File: src/rtl/button_event_arbiter.sv
// Round-robin arbiter that queues debounced button presses as event codes in a show-ahead FIFO.
// Optional sticky coalesced-press flag is compiled in with `define BTN_OVERFLOW_FLAG_EN.
module button_event_arbiter #(
  parameter int N_BTN  = 4,
  parameter int CODE_W = 2,
  parameter int DEPTH  = 4
) (
  input  logic                       clk,
  input  logic                       rst,
  input  logic [N_BTN-1:0]           btn_pulse,
  output logic                       evt_valid,
  output logic [CODE_W-1:0]          evt_code,
  input  logic                       evt_ready,
  output logic [$clog2(DEPTH):0]     fifo_count,
  output logic                       overflow
);
  localparam int AW = $clog2(DEPTH);

  logic [N_BTN-1:0]  pending_q, pending_d;
  logic [CODE_W-1:0] rr_ptr_q, rr_ptr_d;
  logic [AW-1:0]     wr_ptr_q, rd_ptr_q;
  logic [AW:0]       count_q, count_d;
  logic [CODE_W-1:0] mem_q [DEPTH];

  logic              full, pop, gnt_vld;
  logic [CODE_W-1:0] gnt_idx;
  logic [N_BTN-1:0]  gnt_oh;
  int                j;

  assign full = (count_q == (AW+1)'(DEPTH));
  assign pop  = (count_q != '0) && evt_ready;

  // First pending button at or after rr_ptr, wrapping; a full FIFO blocks the grant even if popping.
  always_comb begin
    gnt_vld = 1'b0;
    gnt_idx = '0;
    gnt_oh  = '0;
    j       = 0;
    for (int k = 0; k < N_BTN; k++) begin
      j = int'(rr_ptr_q) + k;
      if (j >= N_BTN) j = j - N_BTN;
      if (!gnt_vld && !full && pending_q[j]) begin
        gnt_vld   = 1'b1;
        gnt_idx   = CODE_W'(j);
        gnt_oh[j] = 1'b1;
      end
    end
  end

  // A pulse on the granted button re-arms its pending bit as a fresh event.
  assign pending_d = (pending_q & ~gnt_oh) | btn_pulse;
  assign rr_ptr_d  = (gnt_idx == CODE_W'(N_BTN-1)) ? '0 : gnt_idx + 1'b1;

  always_comb begin
    count_d = count_q;
    if (gnt_vld && !pop)      count_d = count_q + 1'b1;
    else if (!gnt_vld && pop) count_d = count_q - 1'b1;
  end

  always_ff @(posedge clk or posedge rst) begin
    if (rst) begin
      pending_q <= '0;
      rr_ptr_q  <= '0;
      wr_ptr_q  <= '0;
      rd_ptr_q  <= '0;
      count_q   <= '0;
    end else begin
      pending_q <= pending_d;
      count_q   <= count_d;
      if (gnt_vld) begin
        rr_ptr_q <= rr_ptr_d;
        wr_ptr_q <= wr_ptr_q + 1'b1;
      end
      if (pop) rd_ptr_q <= rd_ptr_q + 1'b1;
    end
  end

  always_ff @(posedge clk) begin
    if (gnt_vld) mem_q[wr_ptr_q] <= gnt_idx;
  end

  assign evt_valid  = (count_q != '0);
  assign evt_code   = evt_valid ? mem_q[rd_ptr_q] : '0;
  assign fifo_count = count_q;

`ifdef BTN_OVERFLOW_FLAG_EN
  logic overflow_q;
  logic coalesce;
  // A press on a button still waiting for its grant folds into the existing event.
  assign coalesce = |(btn_pulse & pending_q & ~gnt_oh);
  always_ff @(posedge clk or posedge rst) begin
    if (rst)           overflow_q <= 1'b0;
    else if (coalesce) overflow_q <= 1'b1;
  end
  assign overflow = overflow_q;
`else
  assign overflow = 1'b0;
`endif
endmodule

File: config.mk
export PLATFORM = sky130hd
export DESIGN_NAME = button_event_arbiter
export DESIGN_NICKNAME = d
export VERILOG_FILES = /design/src/rtl/button_event_arbiter.sv
export SDC_FILE = /design/constraint.sdc
export NUM_CORES = 1
export LEC_CHECK = 0
export ABC_AREA = 1
export CORE_ASPECT_RATIO = 1.75
export CORE_UTILIZATION = 52
export CTS_BUF_LIST = sky130_fd_sc_hd__clkbuf_16
export DETAILED_ROUTE_END_ITERATION = 12
export MAX_ROUTING_LAYER = met4
export PLACE_DENSITY_LB_ADDON = 0.15
export SYNTH_ARGS = -nofsm -noshare
export SYNTH_HDL_FRONTEND = slang
export SYNTH_SLANG_ARGS = --single-unit
File: constraint.sdc
create_clock -name clk -period 4.6 [get_ports clk]
set_input_delay 1.15 -clock clk [delete_from_list [all_inputs] [get_ports clk]]
set_output_delay 1.15 -clock clk [all_outputs]
set_load 0.01 [all_outputs]
==> run metrics, run 1 <==
crit path max fanout=13; initial antenna violation count=0; Setup-failing EPs final=0; Post-Place Cell Area=1680 um2; top post-synthesis cells by area=dfrtp_1 (21%), edfxtp_1 (16%), ha_1 (11%); CTS Hold Buffers Added=0; hold_ws=0.531 ns; # DRC=0; # diodes=0; total gr overflow=0; vias per inst=5.39; cell row count=25; number of max-cap violations=0; number of gates resized after cts=0; Post-Synthesis Cells=between 150 and 200; Crit Path Category=flop to flop; Yosys cell types=31; actual slew at the worst max-slew pin=between 0.5 and 0.6 ns; Crit path arrival time=around 3.2 ns; Total Nets Final=226; CP Launch Type=flop; #FFs+latches synth=21; clk buf depth=2; Reg clk slew, reported paths=about 0.06 ns; Final Cycle Share=66.6%; Post-CTS Setup Bufs=0; fin crit period=3.06 ns; worst hold-check path type=flop to flop; Wirelength per Cell=14.4 um; pre-CTS setup slack=1.60 ns; 1st-pass router iterations=4; Syn Std Cell Area=1540 um2; Area Growth Syn to Fin=14.1%; Overall Global Routing Usage=24.3%; fin. max-slew vios=0; most common cell in the netlist=nand2_1; leading register cell type out of synthesis=dfrtp_1; total core area=2750 um2; clock sink count=21; RSZ-0062 raised after global routing=no; CTS tree=done; status=finished, final reports clean; clock skew=0.00157 ns; Initial Util=roughly 56%; depth of the CTS H-tree=1; largest net degree at the start of global routing=14; top cells by count, synth=nand2_1 (43), inv_1 (27), nor2_1 (18), dfrtp_1 (13), ha_1 (13); cell area after layout=roughly 1800 um2; GR Util met2=44.9%; Post-Synthesis Net Count=211; Port Buffers=12; number of global-route vias before repair=1267; Final Hold Fails=0; clk root buf=clkbuf_16; Yosys top cell by area=dfrtp_1; TNS Setup=0 ns; yosys warns=0; worst-skew pair later-pin latency=0.25 ns; CTS buffer count=3; setup ws final=1.54 ns; I/O Pins=14; Seq/Total Area, Yosys=a little under two fifths; GR Util met3=about 3.4%; FMAX=0.327 GHz; routability cong.=1.03; Synth top area share=21.1%; async set or reset register ratio after synthesis=about three fifths; full die area=3190 um2; DRT iter0 DRCs=31; Die Span X=43.2 um; global-route wire length before repair=5.45 mm; DR vias=1245; max_slew headroom=63.8%; share of cells above drive strength 1=12.7%; synthesized area per cell=just over 8 um2; Die H=74.0 um; hpwl dp=2.72 mm; number of nets still failing antenna checks after routing=0; grt peak-use layer=met2; Req. time, crit path=4.74 ns; met1 Usage GRT=21.0%; DRT Wirelength=3.33 mm; number of synthesized flops with an enable pin=8; CP Capture Type=flop
-- per-layer routing --
metal / vias up / share of wire [%]
met1: 562 / 34
met5: - / 0
met2: 35 / 57
li1: 630 / -
met4: 0 / 5.8
met3: 18 / 2.6
-- cell families after synthesis --
| logic type | Yosys count | share of synthesized area (%) |
|---|---|---|
| simple gates | 92 | 30.2 |
| other cells | 1 | 0.243 |
| fa+ha+maj | 14 | 11.9 |
| buf+inv | 33 | 9.09 |
| compound gates | 24 | 8.93 |
| mux | 1 | 0.730 |
| flops | 21 | 36.7 |
| xor+xnor | 4 | 2.27 |
-- cell type report --
| class | count | area [um2] |
|---|---|---|
| clock buffer | 3 | 75.1 |
| fill | 234 | 993 |
| multi-input combinational | 136 | 836 |
| timing repair buffer | 12 | 120 |
| clock inverter | 1 | 7.51 |
| sequential | 21 | 566 |
| inverter | 31 | 121 |
| tap | 27 | 33.8 |
-- sequential cells by signal, summed over array words and instances, names as in the netlist, named ones only --
signal      count
pending_q       4
mem_q           8
rr_ptr_q        1
wr_ptr_q        2
rd_ptr_q        2
fifo_count      3
-- worst max-delay path, cell delays in order (launching register included) --
cell and delay, ns:
dfrtp_1 0.66, inv_6 0.14, ha_1 0.38, inv_1 0.11, nand3_1 0.10, nand2_1 0.11, nand3_4 0.11, nor2_8 0.16
nor2_4 0.07, nand2_4 0.10, ha_1 0.15, inv_1 0.06, fa_1 0.38, a21oi_1 0.15, o21ai_0 0.12, xnor2_1 0.14
-- per-stage QoR --
stage                     utilization (%)  instances
after floorplan                         -        190
after global placement               60.9        227
after detailed placement             60.9        227
after CTS                            63.9        231
after global routing                 63.9        231
final                                63.9        231
-- cells in the final DEF (no fill, tap or decap), drive strengths merged --
cell and count:
edfxtp 8, ha 13, xnor2 2, nor3 1, clkdlybuf4s50 12, o211ai 4, nor2 21, nand4 3
conb 1, mux2 1, clkinv 1, xor2 2, nand3 14, clkbuf 3, clkinvlp 1, o21ai 12
nand2 53, inv 30, dfrtp 13, a21oi 8, fa 1
-- path summary, 6_finish.rpt --
path | slack [ns] | cells past startpoint | end | startpoint
min reg2reg | 0.53 | 1 | rd_ptr_q[1] | rd_ptr_q[1]
max in group asynchronous | 3.00 | 2 | fifo_count[1] | rst
min | 0.53 | 1 | rd_ptr_q[1] | rd_ptr_q[1]
max reg2reg | 1.54 | 15 | fifo_count[2] | flop
max | 1.54 | 15 | fifo_count[2] | flop
min in group asynchronous | 1.24 | 2 | pending_q[1] | rst
Power of run 1 is left out: the tool's default activity adds up to more than one toggle a clock period on the data nets, which glitch-free logic cannot reach.
==> run 2: changes to the inputs <==
- clock period: 4.6 -> 2.85 ns (I/O delays scaled with it)
==> run 2 against run 1 <==
  * Final area increased by 1.8%
  * Final cell count grew 1.3%
  * Worst hold slack lost 0.0022 ns
  * Global-route usage fell by 0.56 points
  * Via count rose by 1.3%
  * Maximum frequency increased by 15%
  * Critical path type unchanged
  * Critical endpoint is now fifo_count[1]
  * Critical path depth decreased by 2
  * Clock skew is 0.00088 ns higher
  * Worst setup slack got worse by 1.3 ns
  * Routed wire length down 2.3%
  * Count of clock-buffer cells in the layout is the same
  * Sequential share of layout area decreased by 0.58 points
==> run metrics, run 2 (synthesis gave the netlist of run 1 again) <==
Wirelength per Cell=13.9 um (-3.6%); # diodes=0 (unchanged); Crit path arrival time=2.79 ns (-0.41 ns); TNS Setup=0 ns (unchanged); R2R cell count=13 (-2); leading cell types in the layout, fill and taps excluded=nand2_1 (43), inv_1 (27), nor2_1 (18), dfrtp_1 (13); largest net degree at the start of global routing=14 (unchanged); Setup-failing EPs final=0 (unchanged); CP Launch Type=flop; clk buf depth=2 (unchanged); hpwl dp=2.65 mm (-2.8%); total core area=2750 um2 (unchanged); routability cong.=0.856 (-17%); full die area=3190 um2 (unchanged); initial antenna violation count=0 (unchanged); Overall Global Routing Usage=23.7% (-0.56 points); global-route wire length before repair=5.56 mm (+2.0%); worst hold-check path type=flop to flop; clock sink count=21 (unchanged); Finished Core Util=65.1% (+1.2 points); Crit Path Category=flop to flop; Final Cycle Share=93.2% (+27 points); CTS buffer count=3 (unchanged); RSZ-0062 raised after global routing=no; number of max-cap violations=0 (unchanged); status=finished, final reports clean; Port Buffers=12 (unchanged); crit path max fanout=12 (-1); total gr overflow=0 (unchanged); Req. time, crit path=2.98 ns (-1.76 ns); Reg clk slew, reported paths=0.06 ns (about the same); share of cells above drive strength 1=14.5% (+1.7 points); Die H=74.0 um (unchanged); Total Nets Final=229 (+1.3%); hold path depth=1 (unchanged); commonest non-fill, non-tap cell in the layout=nand2_1; CTS tree=done; clk root buf=clkbuf_16; Post-CTS Setup Bufs=0 (unchanged); Die Span X=43.2 um (unchanged); cell row count=25 (unchanged); CTS Hold Buffers Added=0 (unchanged); I/O Pins=14 (unchanged); CP Capture Type=flop; Initial Util=56.0% (unchanged); flop-to-flop setup slack=0.19 ns (-1.34 ns); number of global-route vias before repair=1313 (+3.6%); number of gates resized after cts=0 (unchanged); Final Hold Fails=0 (unchanged); fin. max-slew vios=0 (unchanged); DRT iter0 DRCs=27 (-13%); reg-to-reg endpoint=fifo_count[1]; max reg flops=8 (unchanged); FMAX=0.377 GHz (+15%); actual slew at the worst max-slew pin=0.523 ns (-0.0191 ns); # DRC=0 (unchanged); max_slew headroom=65.1% (+1.3 points); DRT Wirelength=3.25 mm (-2.3%); Worst Min Path Start=wr_ptr_q[0]; DR vias=1261 (+1.3%); Area Growth Syn to Fin=16.2%; worst-skew pair later-pin latency=0.25 ns (about the same); hold endpoint=wr_ptr_q[0]; vias per inst=5.39 (about the same); number of nets still failing antenna checks after routing=0 (unchanged); fin crit period=2.66 ns (-0.407 ns); clock skew=0.00245 ns (+0.000885 ns); Reg with most FFs=mem_q; depth of the CTS H-tree=1 (unchanged); hold_ws=0.529 ns (-0.00215 ns); 1st-pass router iterations=4 (unchanged)
-- run 2: cell count changes in the layout (fill, tap and decap cells not counted) --
cell        change
buf_4           +3
clkinv_2        +1
clkinvlp_4      -1
ha_1            -1
ha_4            +1
-- run 2: layer usage --
layer,global-route usage (%),up-vias,share of wire [%]
li1,-,637,-
met4,10.8,0,2.9
met3,2.67,10,1.2
met2,47.1,19,61
met5,-,-,0
met1,21.3,595,35
-- run 2: final cells by class --
| cell class | count | area (um2) |
|---|---|---|
| fill | 260 | 961 |
| inverter | 31 | 121 |
| multi-input combinational | 136 | 848 |
| timing repair buffer | 15 | 143 |
| tap | 27 | 33.8 |
| clock buffer | 3 | 75.1 |
| clock inverter | 1 | 5.00 |
| sequential | 21 | 566 |
-- run 2: how the worst max path moves through the flow --
stage,start,to,slack (ns),depth (start not counted)
floorplan,rr_ptr_q[1],fifo_count[1],0.18,13
global placement,flop,fifo_count[1],0.18,12
detailed placement,flop,fifo_count[1],0.11,12
CTS,flop,fifo_count[1],0.09,12
global route,flop,fifo_count[1],0.02,13
finish,flop,fifo_count[1],0.19,13
-- run 2: stage by stage --
step / std cells / setup slack, ns / instance area (um2)
3_5_place_dp: 230 / 0.109 / 1700
3_3_place_gp: 230 / 0.183 / 1700
6_report: 234 / 0.195 / 1790
4_1_cts: 234 / 0.0857 / 1780
5_1_grt: 234 / 0.0182 / 1790
2_1_floorplan: 190 / 0.177 / 1540
-- run 2: worst max-delay path: stages, from the launching register on --
cell     delay (ns)
dfrtp_1        0.42
inv_6          0.09
ha_4           0.29
inv_1          0.06
nand2_1        0.09
nand2_2        0.07
o21ai_2        0.19
inv_1          0.09
nor2_4         0.13
nand2_4        0.10
ha_1           0.19
inv_1          0.10
fa_1           0.43
mux2_2         0.28
Power of run 2 is left out for the same reason.
